==> config.mk <==
export PLATFORM = sky130hd
export DESIGN_NAME = seg_scan_driver_flat
export DESIGN_NICKNAME = d
export VERILOG_FILES = /design/src/rtl/seg_scan_driver_pkg.sv /design/src/rtl/seg_scan_driver_if.sv /design/src/rtl/seg_scan_driver_refresh_tick.sv /design/src/rtl/seg_scan_driver.sv /design/src/flat_wrapper.sv
export SDC_FILE = /design/constraint.sdc
export NUM_CORES = 1
export LEC_CHECK = 0
export BUFFER_PORTS_ARGS = -buffer_cell sky130_fd_sc_hd__buf_2
export CAP_MARGIN = 20
export CORE_ASPECT_RATIO = 1.4
export CORE_UTILIZATION = 55
export CTS_CLUSTER_DIAMETER = 120
export CTS_CLUSTER_SIZE = 8
export DETAILED_ROUTE_END_ITERATION = 12
export PLACE_DENSITY = 0.85
export SLEW_MARGIN = 20
export SYNTH_ARGS = -nofsm -noshare
export SYNTH_HDL_FRONTEND = slang
export SYNTH_SLANG_ARGS = --single-unit
==> constraint.sdc <==
create_clock -name clk -period 2 [get_ports clk]
set_clock_uncertainty 0.1 [all_clocks]
set_input_delay 0.2 -clock clk [delete_from_list [all_inputs] [get_ports clk]]
set_output_delay 0.2 -clock clk [all_outputs]
set_load 0.005 [all_outputs]
==> src/rtl/seg_scan_driver_pkg.sv <==
// seg_pkg
// Shared types and constants for the seven-segment display path. The adder
// stage uses seg_encode to turn result digits into segment codes. The scan
// driver uses the seg_t type and the blanking constants.
// Segment order is abcdefg, with 'a' in bit 6. Segments are active-high.
package seg_pkg;

  typedef logic [6:0] seg_t;

  localparam seg_t SEG_ZERO = 7'b1111110;
  localparam seg_t SEG_OFF  = 7'b0000000;

  typedef enum logic {IDLE = 1'b0, SCAN = 1'b1} scan_state_t;

  // Decimal digit to segment code. Non-decimal inputs map to a dark digit.
  function automatic seg_t seg_encode(input logic [3:0] digit);
    seg_t code;
    case (digit)
      4'd0:    code = 7'b1111110;
      4'd1:    code = 7'b0110000;
      4'd2:    code = 7'b1101101;
      4'd3:    code = 7'b1111001;
      4'd4:    code = 7'b0110011;
      4'd5:    code = 7'b1011011;
      4'd6:    code = 7'b1011111;
      4'd7:    code = 7'b1110000;
      4'd8:    code = 7'b1111111;
      4'd9:    code = 7'b1111011;
      default: code = SEG_OFF;
    endcase
    return code;
  endfunction

endpackage

==> src/rtl/seg_scan_driver_if.sv <==
// seg_scan_driver_if
// Frame handshake between the producer (adder stage) and the scan driver.
//   s_valid : producer offers a frame on s_data
//   s_ready : driver can take a frame this cycle
//   s_data  : DIGITS segment codes; index 0 is the rightmost digit
// Modports:
//   master = producer side
//   slave  = driver side
interface seg_scan_driver_if #(
  parameter int DIGITS = 2
);
  import seg_pkg::*;

  logic               s_valid;
  logic               s_ready;
  seg_t [DIGITS-1:0]  s_data;

  modport master (output s_valid, output s_data, input s_ready);
  modport slave  (input s_valid, input s_data, output s_ready);

endinterface

==> src/rtl/seg_scan_driver_refresh_tick.sv <==
// refresh_tick
// Per-digit dwell divider for the scan driver. It counts 0..REFRESH_DIV-1
// while enabled. It pulses tick on the last count of each dwell period.
// While disabled the count is held at 0, so the first digit of a new scan
// always gets a full dwell period.
// Ports:
//   clk  : clock
//   rst  : asynchronous active-high reset
//   en   : count enable (parent is scanning)
//   tick : high during the last cycle of a dwell period
module refresh_tick #(
  parameter int REFRESH_DIV = 1000
) (
  input  logic clk,
  input  logic rst,
  input  logic en,
  output logic tick
);

  localparam int DW = (REFRESH_DIV > 1) ? $clog2(REFRESH_DIV) : 1;
  localparam logic [DW-1:0] DIV_LAST = DW'(REFRESH_DIV - 1);

  logic [DW-1:0] div;

  always_ff @(posedge clk or posedge rst) begin
    if (rst) begin
      div <= '0;
    end else if (!en || div == DIV_LAST) begin
      div <= '0;
    end else begin
      div <= div + DW'(1);
    end
  end

  assign tick = en && (div == DIV_LAST);

endmodule

==> src/rtl/seg_scan_driver.sv <==
// seg_scan_driver
// Time-multiplexes a frame of DIGITS segment codes onto one shared segment
// bus with one-hot digit enables. Incoming frames are double-buffered:
//   - An accepted frame waits in the pending buffer.
//   - It is committed to the displayed frame only at a frame boundary.
//   - This way a scan never mixes digits from two frames.
// Optional build macro: SEG_SCAN_LZB_EN enables leading-zero blanking.
// With it, a run of SEG_ZERO codes at the most-significant end is shown
// dark (digit 0 excepted). The digit enable stays asserted for those digits.
// Ports:
//   clk        : clock
//   rst        : asynchronous active-high reset
//   s_if       : frame handshake (slave side)
//   seg        : segment code of the enabled digit
//   an         : one-hot digit enable, bit i drives digit i
//   frame_done : high on the last cycle of each scan frame
module seg_scan_driver
  import seg_pkg::*;
#(
  parameter int DIGITS      = 2,
  parameter int REFRESH_DIV = 1000
) (
  input  logic              clk,
  input  logic              rst,
  seg_scan_driver_if.slave  s_if,
  output seg_t              seg,
  output logic [DIGITS-1:0] an,
  output logic              frame_done
);

  localparam int IW = (DIGITS > 1) ? $clog2(DIGITS) : 1;
  localparam logic [IW-1:0] IDX_LAST = IW'(DIGITS - 1);

  // Encodings match scan_state_t in seg_pkg.
  localparam logic ST_IDLE = 1'b0;
  localparam logic ST_SCAN = 1'b1;

  seg_t [DIGITS-1:0] pend;
  seg_t [DIGITS-1:0] active;
  logic              pend_valid;
  logic              state;
  logic [IW-1:0]     idx;

  logic tick;
  logic accept;
  logic wrap;
  logic commit;

  assign s_if.s_ready = !pend_valid;
  assign accept       = s_if.s_valid && !pend_valid;
  assign wrap         = tick && (idx == IDX_LAST);
  // The pending frame moves to the display when leaving IDLE or at a wrap.
  // A frame accepted on a wrap edge is not pending yet, so it waits one frame.
  assign commit       = pend_valid && ((state == ST_IDLE) || wrap);

  refresh_tick #(
    .REFRESH_DIV (REFRESH_DIV)
  ) u_refresh_tick (
    .clk  (clk),
    .rst  (rst),
    .en   (state == ST_SCAN),
    .tick (tick)
  );

  // Input buffer. accept needs an empty buffer and commit needs a full one,
  // so at most one of them can fire on any edge.
  always_ff @(posedge clk or posedge rst) begin
    if (rst) begin
      pend       <= '0;
      pend_valid <= 1'b0;
    end else if (accept) begin
      pend       <= s_if.s_data;
      pend_valid <= 1'b1;
    end else if (commit) begin
      pend_valid <= 1'b0;
    end
  end

  // Scan sequencing. Once scanning starts, only reset returns to IDLE.
  always_ff @(posedge clk or posedge rst) begin
    if (rst) begin
      state  <= ST_IDLE;
      idx    <= '0;
      active <= '0;
    end else begin
      if (commit) begin
        active <= pend;
      end
      if (state == ST_IDLE) begin
        if (pend_valid) begin
          state <= ST_SCAN;
          idx   <= '0;
        end
      end else if (tick) begin
        idx <= (idx == IDX_LAST) ? '0 : idx + IW'(1);
      end
    end
  end

`ifdef SEG_SCAN_LZB_EN
  // blank[i] is set when digit i and every more-significant digit show zero.
  logic [DIGITS-1:0] blank;
  logic              lead;

  always_comb begin
    blank = '0;
    lead  = 1'b1;
    for (int i = DIGITS - 1; i >= 1; i--) begin
      lead     = lead && (active[i] == SEG_ZERO);
      blank[i] = lead;
    end
  end
`endif

  always_comb begin
    seg = SEG_OFF;
    an  = '0;
    if (state == ST_SCAN) begin
      an  = DIGITS'(1) << idx;
`ifdef SEG_SCAN_LZB_EN
      seg = blank[idx] ? SEG_OFF : active[idx];
`else
      seg = active[idx];
`endif
    end
  end

  assign frame_done = wrap;

endmodule
==> src/flat_wrapper.sv <==
// flat-port wrapper written by rule: the top's interface ports become plain ports
module seg_scan_driver_flat import seg_pkg::*;
#(
  parameter int DIGITS      = 2,
  parameter int REFRESH_DIV = 1000
)
  (clk, rst, seg, an, frame_done, s_if_s_valid, s_if_s_data, s_if_s_ready);
  seg_scan_driver_if #(.DIGITS(DIGITS)) s_if_i ();
  input  logic clk;
  input  logic rst;
  output seg_t seg;
  output logic [DIGITS-1:0] an;
  output logic frame_done;
  input wire logic [$bits(s_if_i.s_valid)-1:0] s_if_s_valid;
  input wire logic [$bits(s_if_i.s_data)-1:0] s_if_s_data;
  output wire logic [$bits(s_if_i.s_ready)-1:0] s_if_s_ready;
  assign s_if_i.s_valid = s_if_s_valid;
  assign s_if_i.s_data = s_if_s_data;
  assign s_if_s_ready = s_if_i.s_ready;
  seg_scan_driver #(.DIGITS(DIGITS), .REFRESH_DIV(REFRESH_DIV)) u_core (.clk(clk), .rst(rst), .s_if(s_if_i), .seg(seg), .an(an), .frame_done(frame_done));
endmodule
After elaboration in Yosys (flattened, before gate mapping)
Cells that the tools add are included.
- add/subtract/negate cells: 2
- magnitude comparators: 1
- equality and inequality tests: 2
- shift-type cells: 1
- muxes and demuxes: 13
- bitwise gates (word level): 1
- reduce and logical (&&, ||, !) cells: 11
- operator list (kind ; number):
    7-bit 2-to-1 mux ; 3
    10-bit by 1-bit adder with 10-bit output, second input constant ; 1
    10-bit equality test, second input constant ; 1
    10-bit 2-to-1 mux ; 1
    1-bit 2-to-1 mux ; 8
    1-bit logical AND ; 4
    2-bit nonzero test ; 2
    1-bit zero test ; 2
    1-bit logical OR ; 2
    1-bit by 2-bit < comparator with 1-bit output, second input constant ; 1
    2-bit 2-to-1 mux ; 1
    2-bit != test, second input constant ; 1
    2-bit AND reduction ; 1
    1-bit by 1-bit << shifter with 2-bit output, first input constant ; 1
    1-bit adder, second input constant ; 1
    1-bit NOT ; 1
- register bits after elaboration: 41
- input port bits: 17
- logic and storage cells: 39

Depth between registers and ports, before layout
Gate-level depths: netlist (run 1).
- depth after elaboration: 7
- mapped depth: 6

Cells and area by module
Synthesis (run 1) repeated with hierarchy kept, for this count alone.
- cells, all modules: 145
- area, all modules: 1933.1 um^2
- by module, submodules not included (module ; instances ; cells an instance ; area each (um^2) ; sequential area each (um^2)):
    seg_scan_driver ; 1 ; 90 ; 1398.8 ; 775.7
    refresh_tick ; 1 ; 55 ; 534.3 ; 250.2

Least setup slack after synthesis (run 1)
No wires, ideal clock.
- path type: reg-to-reg
- from: register u_core.u_refresh_tick.div[0]
- to: register u_core.active[10] (netlist name)
- data arrival time: 1.589 ns
- data required time: 1.775 ns
- setup slack: 0.186 ns
- cell stages (with the launch flop): 7
- path through: dfrtp_1 -> ha_1 -> and4bb_1 -> nand3_2 -> o21ai_4 -> buf_12 -> mux2_4
- cells in the longest elaborated chain, start to end: 5
- RTL lines (what ; RTL line ; text):
    start, declared ; seg_scan_driver_refresh_tick.sv:23 ; logic [DW-1:0] div;
    start signal, assigned ; seg_scan_driver_refresh_tick.sv:31 ; div <= div + DW'(1);
    10-bit equality test ; seg_scan_driver_refresh_tick.sv:35 ; assign tick = en && (div == DIV_LAST);
    1-bit logical AND ; seg_scan_driver_refresh_tick.sv:35 ;
    1-bit logical AND ; seg_scan_driver.sv:51 ; assign wrap = tick && (idx == IDX_LAST);
    1-bit logical OR ; seg_scan_driver.sv:54 ; assign commit = pend_valid && ((state == ST_IDLE) || wrap);
    1-bit logical AND ; seg_scan_driver.sv:54 ;
    end signal, assigned ; seg_scan_driver.sv:87 ; active <= pend;
    end, declared ; seg_scan_driver.sv:39 ; seg_t [DIGITS-1:0] active;
No other way between the ends.
A chain may end at the register's enable or synchronous reset.

Worst setup path after layout (run 1)
- from: register u_core.u_refresh_tick.div[0]
- to: register u_core.active[13] (netlist name)
Same word-level chain as after synthesis.

==> results.json, run 1 <==
{
  "timing.final.crit_share_pct": 95.53,
  "synthCells": 142,
  "fin_util_pct": 67.82,
  "vias": 1164,
  "path_class": "flop to flop",
  "htreeDepth": 2,
  "critPathMaxFanout": 14,
  "async_flop_share_pct": 100.0,
  "viasPerCell": 5.364,
  "crit_end": "u_core.active[13]",
  "synth_nets": 160,
  "yosysTopAreaCellShare_pct": 55.86,
  "startpoint": "u_core.u_refresh_tick.div[0]",
  "first_pass_iters": 4,
  "vdd_drop_max_uv": 749.4,
  "diodes": 0,
  "numCtsBuffers": 5,
  "grt_usage_pct": 22.75,
  "antenna_found_initial": 0,
  "outcome": "completed",
  "synth_edf_count": 0,
  "yosys-top-cells-area": "dfrtp_1 (56%), mux2_2 (11%), mux2_4 (8.2%)",
  "power_density_nw_per_um2": 962.3,
  "r2r-end": "u_core.active[13]",
  "io_pins": 28,
  "reg2reg_slack_ns": 0.09,
  "drive_gt1_share_pct": 39.89,
  "period_needed_ns": 1.911,
  "die_h_um": 70.38,
  "die-area_um2": 3578,
  "drc": 0,
  "area_delta_synth_final_pct": 16.42,
  "synth_ff_type": "dfrtp_1",
  "start_util_pct": 58.25,
  "p_total_mw": 2.058,
  "fin_nets": 196,
  "synth_seq_area_share_pct": 55.86,
  "setup_ws_ns": 0.08936,
  "dp_slack_ns": 0.08634,
  "relSlewSlack_pct": 66.88,
  "clkLatencyLatePin_ns": 0.29,
  "cp.arrival_ns": 1.99,
  "min_path_type": "input pin to flop",
  "grt.overflow.total": 0,
  "wl_per_cell_um": 15.25,
  "synthesis.area_um2": 1837,
  "grt_first_pass_wirelength_mm": 5.809,
  "rsz0062_at_grt": "false",
  "max-cap-violations": 0,
  "cp.required_ns": 2.08,
  "reg2regPathDepth": 6,
  "ctsLongestPathBuffers": 2,
  "rr_startpoint": "u_core.u_refresh_tick.div[0]",
  "cts_tree": "built",
  "yosysMostFrequentCell": "dfrtp_1",
  "tightest_slew_ns": 0.4968,
  "slew_viol_final": 0,
  "io_buffers": 27,
  "grt_max_degree": 42,
  "die_x_um": 50.84,
  "dpl.hpwl_mm": 2.362,
  "root_buffer": "clkbuf_8",
  "wirelength_mm": 3.309,
  "fmax_mhz": 523.4,
  "ys_top_cells_by_count": "dfrtp_1 (41), nor2_1 (20), mux2_2 (18), mux2_4 (10), nand2_1 (9)",
  "globalplace.congestion": 0.8348,
  "synth_cell_types": 29,
  "first_iter_violations": 7,
  "grt_pass1_vias": 1274,
  "rows": 24,
  "ant_nets": 0,
  "leakage_nw": 1.009,
  "yosys_warnings": 0,
  "tns_ns": 0,
  "end_kind": "flop",
  "yosys.area.top_type": "dfrtp_1",
  "core_area_um2": 3153,
  "hold_viol_final": 0,
  "startpoint_type": "flop",
  "cts_sinks": 41,
  "setup_violations": 0,
  "clk_pin_slew_ns": 0.07,
  "synth-seq-cells": 41,
  "avgSynthCellArea_um2": 12.93,
  "hp-start": "s_if_s_data[8]"
}
worst min-delay path by stage:
stage / to / slack [ns] / depth (start not counted)
CTS: u_core.pend[11] / 0.03 / 2
global route: u_core.pend[13] / 0.03 / 2
global placement: u_core.pend[11] / 0.24 / 3
detailed placement: u_core.pend[11] / 0.25 / 3
floorplan: u_core.pend[0] / 0.25 / 1
finish: u_core.pend[8] / 0.04 / 2
power breakdown:
group | internal [mW] | switching (mW) | total (mW)
combinational | 0.222 | 0.144 | 0.366
clock | 0.274 | 0.263 | 0.536
sequential | 1.01 | 0.149 | 1.16
sequential cells by signal, summed over array words and instances, names as in the netlist:
name                       flops
u_core.active                 14
u_core.pend                   14
u_core.u_refresh_tick.div     10
u_core.idx                     1
u_core.pend_valid              1
u_core.state                   1
cell usage in the layout, fill, tap and decap left out, drive strengths merged:
cell,instances
nor2,20
a31oi,1
nor3,1
dlygate4sd3,1
mux2,28
clkbuf,7
nand4,2
nand2,9
and2,1
inv,3
and4bb,1
nor2b,2
a21o,1
mux2i,7
nand3b,1
xnor2,5
buf,33
o21ai,2
and3,3
dfrtp,41
nor3b,1
ha,1
and4,1
nand3,3
xor2,3
layer usage:
| metal | GRT usage, % | vias to the layer above | share of wire (%) |
|---|---|---|---|
| met5 | 0 | - | 0 |
| li1 | - | 551 | - |
| met1 | 26.76 | 588 | 40 |
| met3 | 7.190 | 6 | 3.8 |
| met2 | 37.78 | 19 | 54 |
| met4 | 9.259 | 0 | 1.8 |
critical path, cell delays in order, from the launching register on:
cell	delay, ns
dfrtp_1	0.38
ha_1	0.22
and4bb_1	0.25
nand3_2	0.13
o21ai_4	0.20
buf_12	0.18
mux2_2	0.34
stage by stage:
stage	cell area [um2]	cells	hold slack, ns
after floorplan	1837	142	0.2517
after global placement	2034	208	0.2382
after detailed placement	2034	208	0.2503
after CTS	2131	216	0.02857
after global routing	2138	217	0.03225
final	2138	217	0.03758
layout make-up:
class                   instances  area [um2]
repair buffers                 34       202.7
inverters                       3       11.26
flip-flops and latches         41        1026
multi-input cells              93       763.2
clock buffers                   7       86.33
fillers                       244        1015
well taps                      39       48.80
cell families after synthesis:
group,Yosys count,synth area share [%]
and+or+nand+nor,45,12.13
DFF,41,55.86
muxes,35,23.02
xor gates and xnor gates,8,3.815
buffers and inverters,8,2.588
AOI/OAI and AO/OA,4,1.908
adders and majority gates,1,0.6811
repair_timing:
item                                    in CTS  in global routing
hold buffers                                 1                  0
endpoints found under the setup margin       0                  1
endpoints found under the hold margin       41                  0
setup buffers                                0                  1
gates resized for setup                      0                  0
(Power assumes the default switching activity.)
==> inputs of run 2 (changes only) <==
--- a/config.mk
+++ b/config.mk
@@ -8,7 +8,7 @@
 export BUFFER_PORTS_ARGS = -buffer_cell sky130_fd_sc_hd__buf_2
 export CAP_MARGIN = 20
 export CORE_ASPECT_RATIO = 1.4
-export CORE_UTILIZATION = 55
+export CORE_UTILIZATION = 56
 export CTS_CLUSTER_DIAMETER = 120
 export CTS_CLUSTER_SIZE = 8
 export DETAILED_ROUTE_END_ITERATION = 12
@@ -16,4 +16,5 @@
 export SLEW_MARGIN = 20
 export SYNTH_ARGS = -nofsm -noshare
 export SYNTH_HDL_FRONTEND = slang
+export SYNTH_HIERARCHICAL = 1
 export SYNTH_SLANG_ARGS = --single-unit
==> run 2 against run 1 <==
  * Clock power grew 23%
  * Design area grew 8.8%
  * Area after synthesis is 5.2% higher
  * The run now ends with negative setup slack left
  * Sequential share of layout area decreased by 3.9 points
  * Sequential power shrank 10%
  * Sequential cell count is the same
  * Non-clock buffer count grew 8
  * Register-to-register slack got worse by 0.14 ns
  * Count of clock-buffer cells in the layout is 1 lower
  * Routed wire length increased by 13%
  * Die area grew 3.2%
  * Critical endpoint is now frame_done
  * Total power decreased by 5.9%
==> results.json, run 2 <==
{
  "die_h_um": 71.52,
  "io_pins": 28,
  "root_buffer": "clkbuf_8",
  "dp.cells": 217,
  "synthesis.area_um2": 1933,
  "fin_nets": 209,
  "synth_nets": 163,
  "max-cap-violations": 0,
  "synth_cell_types": 39,
  "violations": "negative setup slack",
  "vdd_drop_max_uv": 665.0,
  "cts_tree": "built",
  "grt_usage_pct": 23.54,
  "synth_ff_type": "dfrtp_1",
  "rsz0062_at_grt": "true",
  "dp_slack_ns": -0.09465,
  "yosysMostFrequentCell": "dfrtp_1",
  "drive_gt1_share_pct": 46.88,
  "core_area_um2": 3213,
  "final_common_cell": "dfrtp_1",
  "yosysTopAreaCellShare_pct": 53.07,
  "synthCells": 145,
  "mostFrequentLayoutCells": "dfrtp_1 (41), buf_2 (27), mux2_4 (19)",
  "critPathMaxFanout": 4,
  "min_path_type": "input pin to flop",
  "start_util_pct": 60.16,
  "first_pass_iters": 4,
  "viasPerCell": 5.446,
  "cp.arrival_ns": 1.75,
  "ant_nets": 0,
  "slew_viol_final": 0,
  "die_x_um": 51.66,
  "wl_per_cell_um": 16.16,
  "tns_ns": -0.5524,
  "stdcell_count": 231,
  "register_area_um2": 1026,
  "outcome": "finished with violations",
  "cp.required_ns": 1.70,
  "ys_top_cells_by_count": "dfrtp_1 (41), mux2_4 (19), nor2_1 (17), mux2_2 (9)",
  "yosys.area.top_type": "dfrtp_1",
  "slowest_delay_ns": 0.36,
  "hold_viol_final": 0,
  "io_buffers": 27,
  "synth_seq_area_share_pct": 53.07,
  "dpl.hpwl_mm": 2.646,
  "grt_max_degree": 32,
  "globalplace.congestion": 0.7463,
  "wirelength_mm": 3.733,
  "diodes": 0,
  "fillers": 225,
  "crit_chain": "ha_2, nand2_2, nor4b_4, nand3_2, nor2_4, and2_1, buf_2",
  "slowest_stage": "dfrtp_1",
  "fmax_mhz": 487.9,
  "setup_violations": 15,
  "leakage_nw": 1.137,
  "setup_ws_ns": -0.04959,
  "grt_pass1_vias": 1363,
  "ctsLongestPathBuffers": 2,
  "yosys_warnings": 6,
  "timing.final.crit_share_pct": 102.5,
  "cts_sinks": 41,
  "p_total_mw": 1.936,
  "fin_util_pct": 72.43,
  "startpoint_type": "flop",
  "yosys-top-cells-area": "dfrtp_1 (53%), mux2_4 (15%), mux2_2 (5.2%)",
  "largest_registers": "u_core/active: 14 flops, u_core/pend: 14 flops, u_core/u_refresh_tick/div: 10 flops",
  "multiInputGateArea_um2": 868.3,
  "die-area_um2": 3694,
  "async_flop_share_pct": 100.0,
  "tightest_slew_ns": 0.3985,
  "drc": 0,
  "grt.overflow.total": 0,
  "synth_edf_count": 0,
  "period_needed_ns": 2.050,
  "numCtsBuffers": 5,
  "end_kind": "output port",
  "clkLatencyLatePin_ns": 0.29,
  "relSlewSlack_pct": 73.40,
  "clk_pin_slew_ns": 0.08,
  "rows": 24,
  "crit_family": "simple AND/OR/NAND/NOR gates",
  "vias": 1258,
  "first_iter_violations": 23,
  "htreeDepth": 2,
  "power_density_nw_per_um2": 831.8,
  "synth-seq-cells": 41,
  "antenna_found_initial": 0,
  "grt_first_pass_wirelength_mm": 6.216,
  "avgSynthCellArea_um2": 13.33,
  "path_class": "flop to output port",
  "area_delta_synth_final_pct": 20.39,
  "critical_path_buf_inv_count": 1
}
==> run 2: cell count changes in the layout (fill, tap and decap cells not counted), moves of 3 or more <==
cell	change
buf_4	+9
mux2_2	-9
mux2_4	+9
nand2_1	-7
nand3_1	+4
nor2_1	-4
xnor2_1	-3
==> run 2: timing repair <==
action	CTS	global route
buffers inserted	3	1
endpoints found under the setup margin	15	15
hold endpoints to repair	41	0
pin swaps	2	0
resized for setup	3	0
hold buffers	1	0
cloned	1	0
==> run 2: report_power, final <==
part	total, mW	switching, mW	internal (mW)
sequential	1.04	0.0835	0.955
clock	0.661	0.287	0.375
combinational	0.236	0.0683	0.167
==> run 2: cell families (layout without fill, tap and decap cells) <==
group           count (synthesis)  count (layout)  share of synthesized area, %
fa+ha+maj                       1               1                        0.6471
xor+xnor                        5               5                         2.266
simple gates                   42              43                         12.04
flops                          41              41                         53.07
buf+inv                        10              56                         3.818
mux                            35              35                         23.62
compound gates                 11              11                         4.532
==> run 2: area by class of cell <==
class | instances | share of cell area [%]
Clock inverter | 2 | 1.667
Tap cell | 39 | 2.097
Timing Repair Buffer | 42 | 10.75
Sequential cell | 41 | 44.09
Multi-Input combinational cell | 95 | 37.31
Clock buffer | 6 | 3.118
Inverter | 6 | 0.9677
==> run 2: final timing paths <==
| path | from | end | slack [ns] | depth (start not counted) |
|---|---|---|---|---|
| max in group asynchronous | rst | u_core/idx | 1.08 | 4 |
| max | u_core/u_refresh_tick/div[1] | frame_done | -0.05 | 7 |
| min in group asynchronous | rst | u_core/u_refresh_tick/div[4] | 0.34 | 3 |
| min reg2reg | u_core/pend[4] | u_core/active[4] | 0.41 | 1 |
| max reg2reg | u_core/u_refresh_tick/div[1] | u_core/active[12] | -0.05 | 8 |
| min | s_if_s_data[0] | u_core/pend[0] | 0.03 | 2 |
==> run 2: layer usage <==
layer / GRT usage (%) / part of all wire, % / wire length [um] / up-vias
met5: 0 / 0 / 0 / -
met4: 9.009 / 1.2 / 43 / 0
met3: 5.096 / 3.5 / 131 / 6
met2: 43.29 / 57 / 2110 / 25
met1: 25.54 / 39 / 1446 / 633
li1: - / - / - / 594
==> run 2: per-stage QoR <==
stage | hold WS [ns] | instance area (um2)
floorplan | -0.05982 | 1938
global placement | 0.1008 | 2146
detailed placement | 0.1142 | 2146
CTS | 0.02364 | 2320
global route | 0.02252 | 2327
finish | 0.02784 | 2327
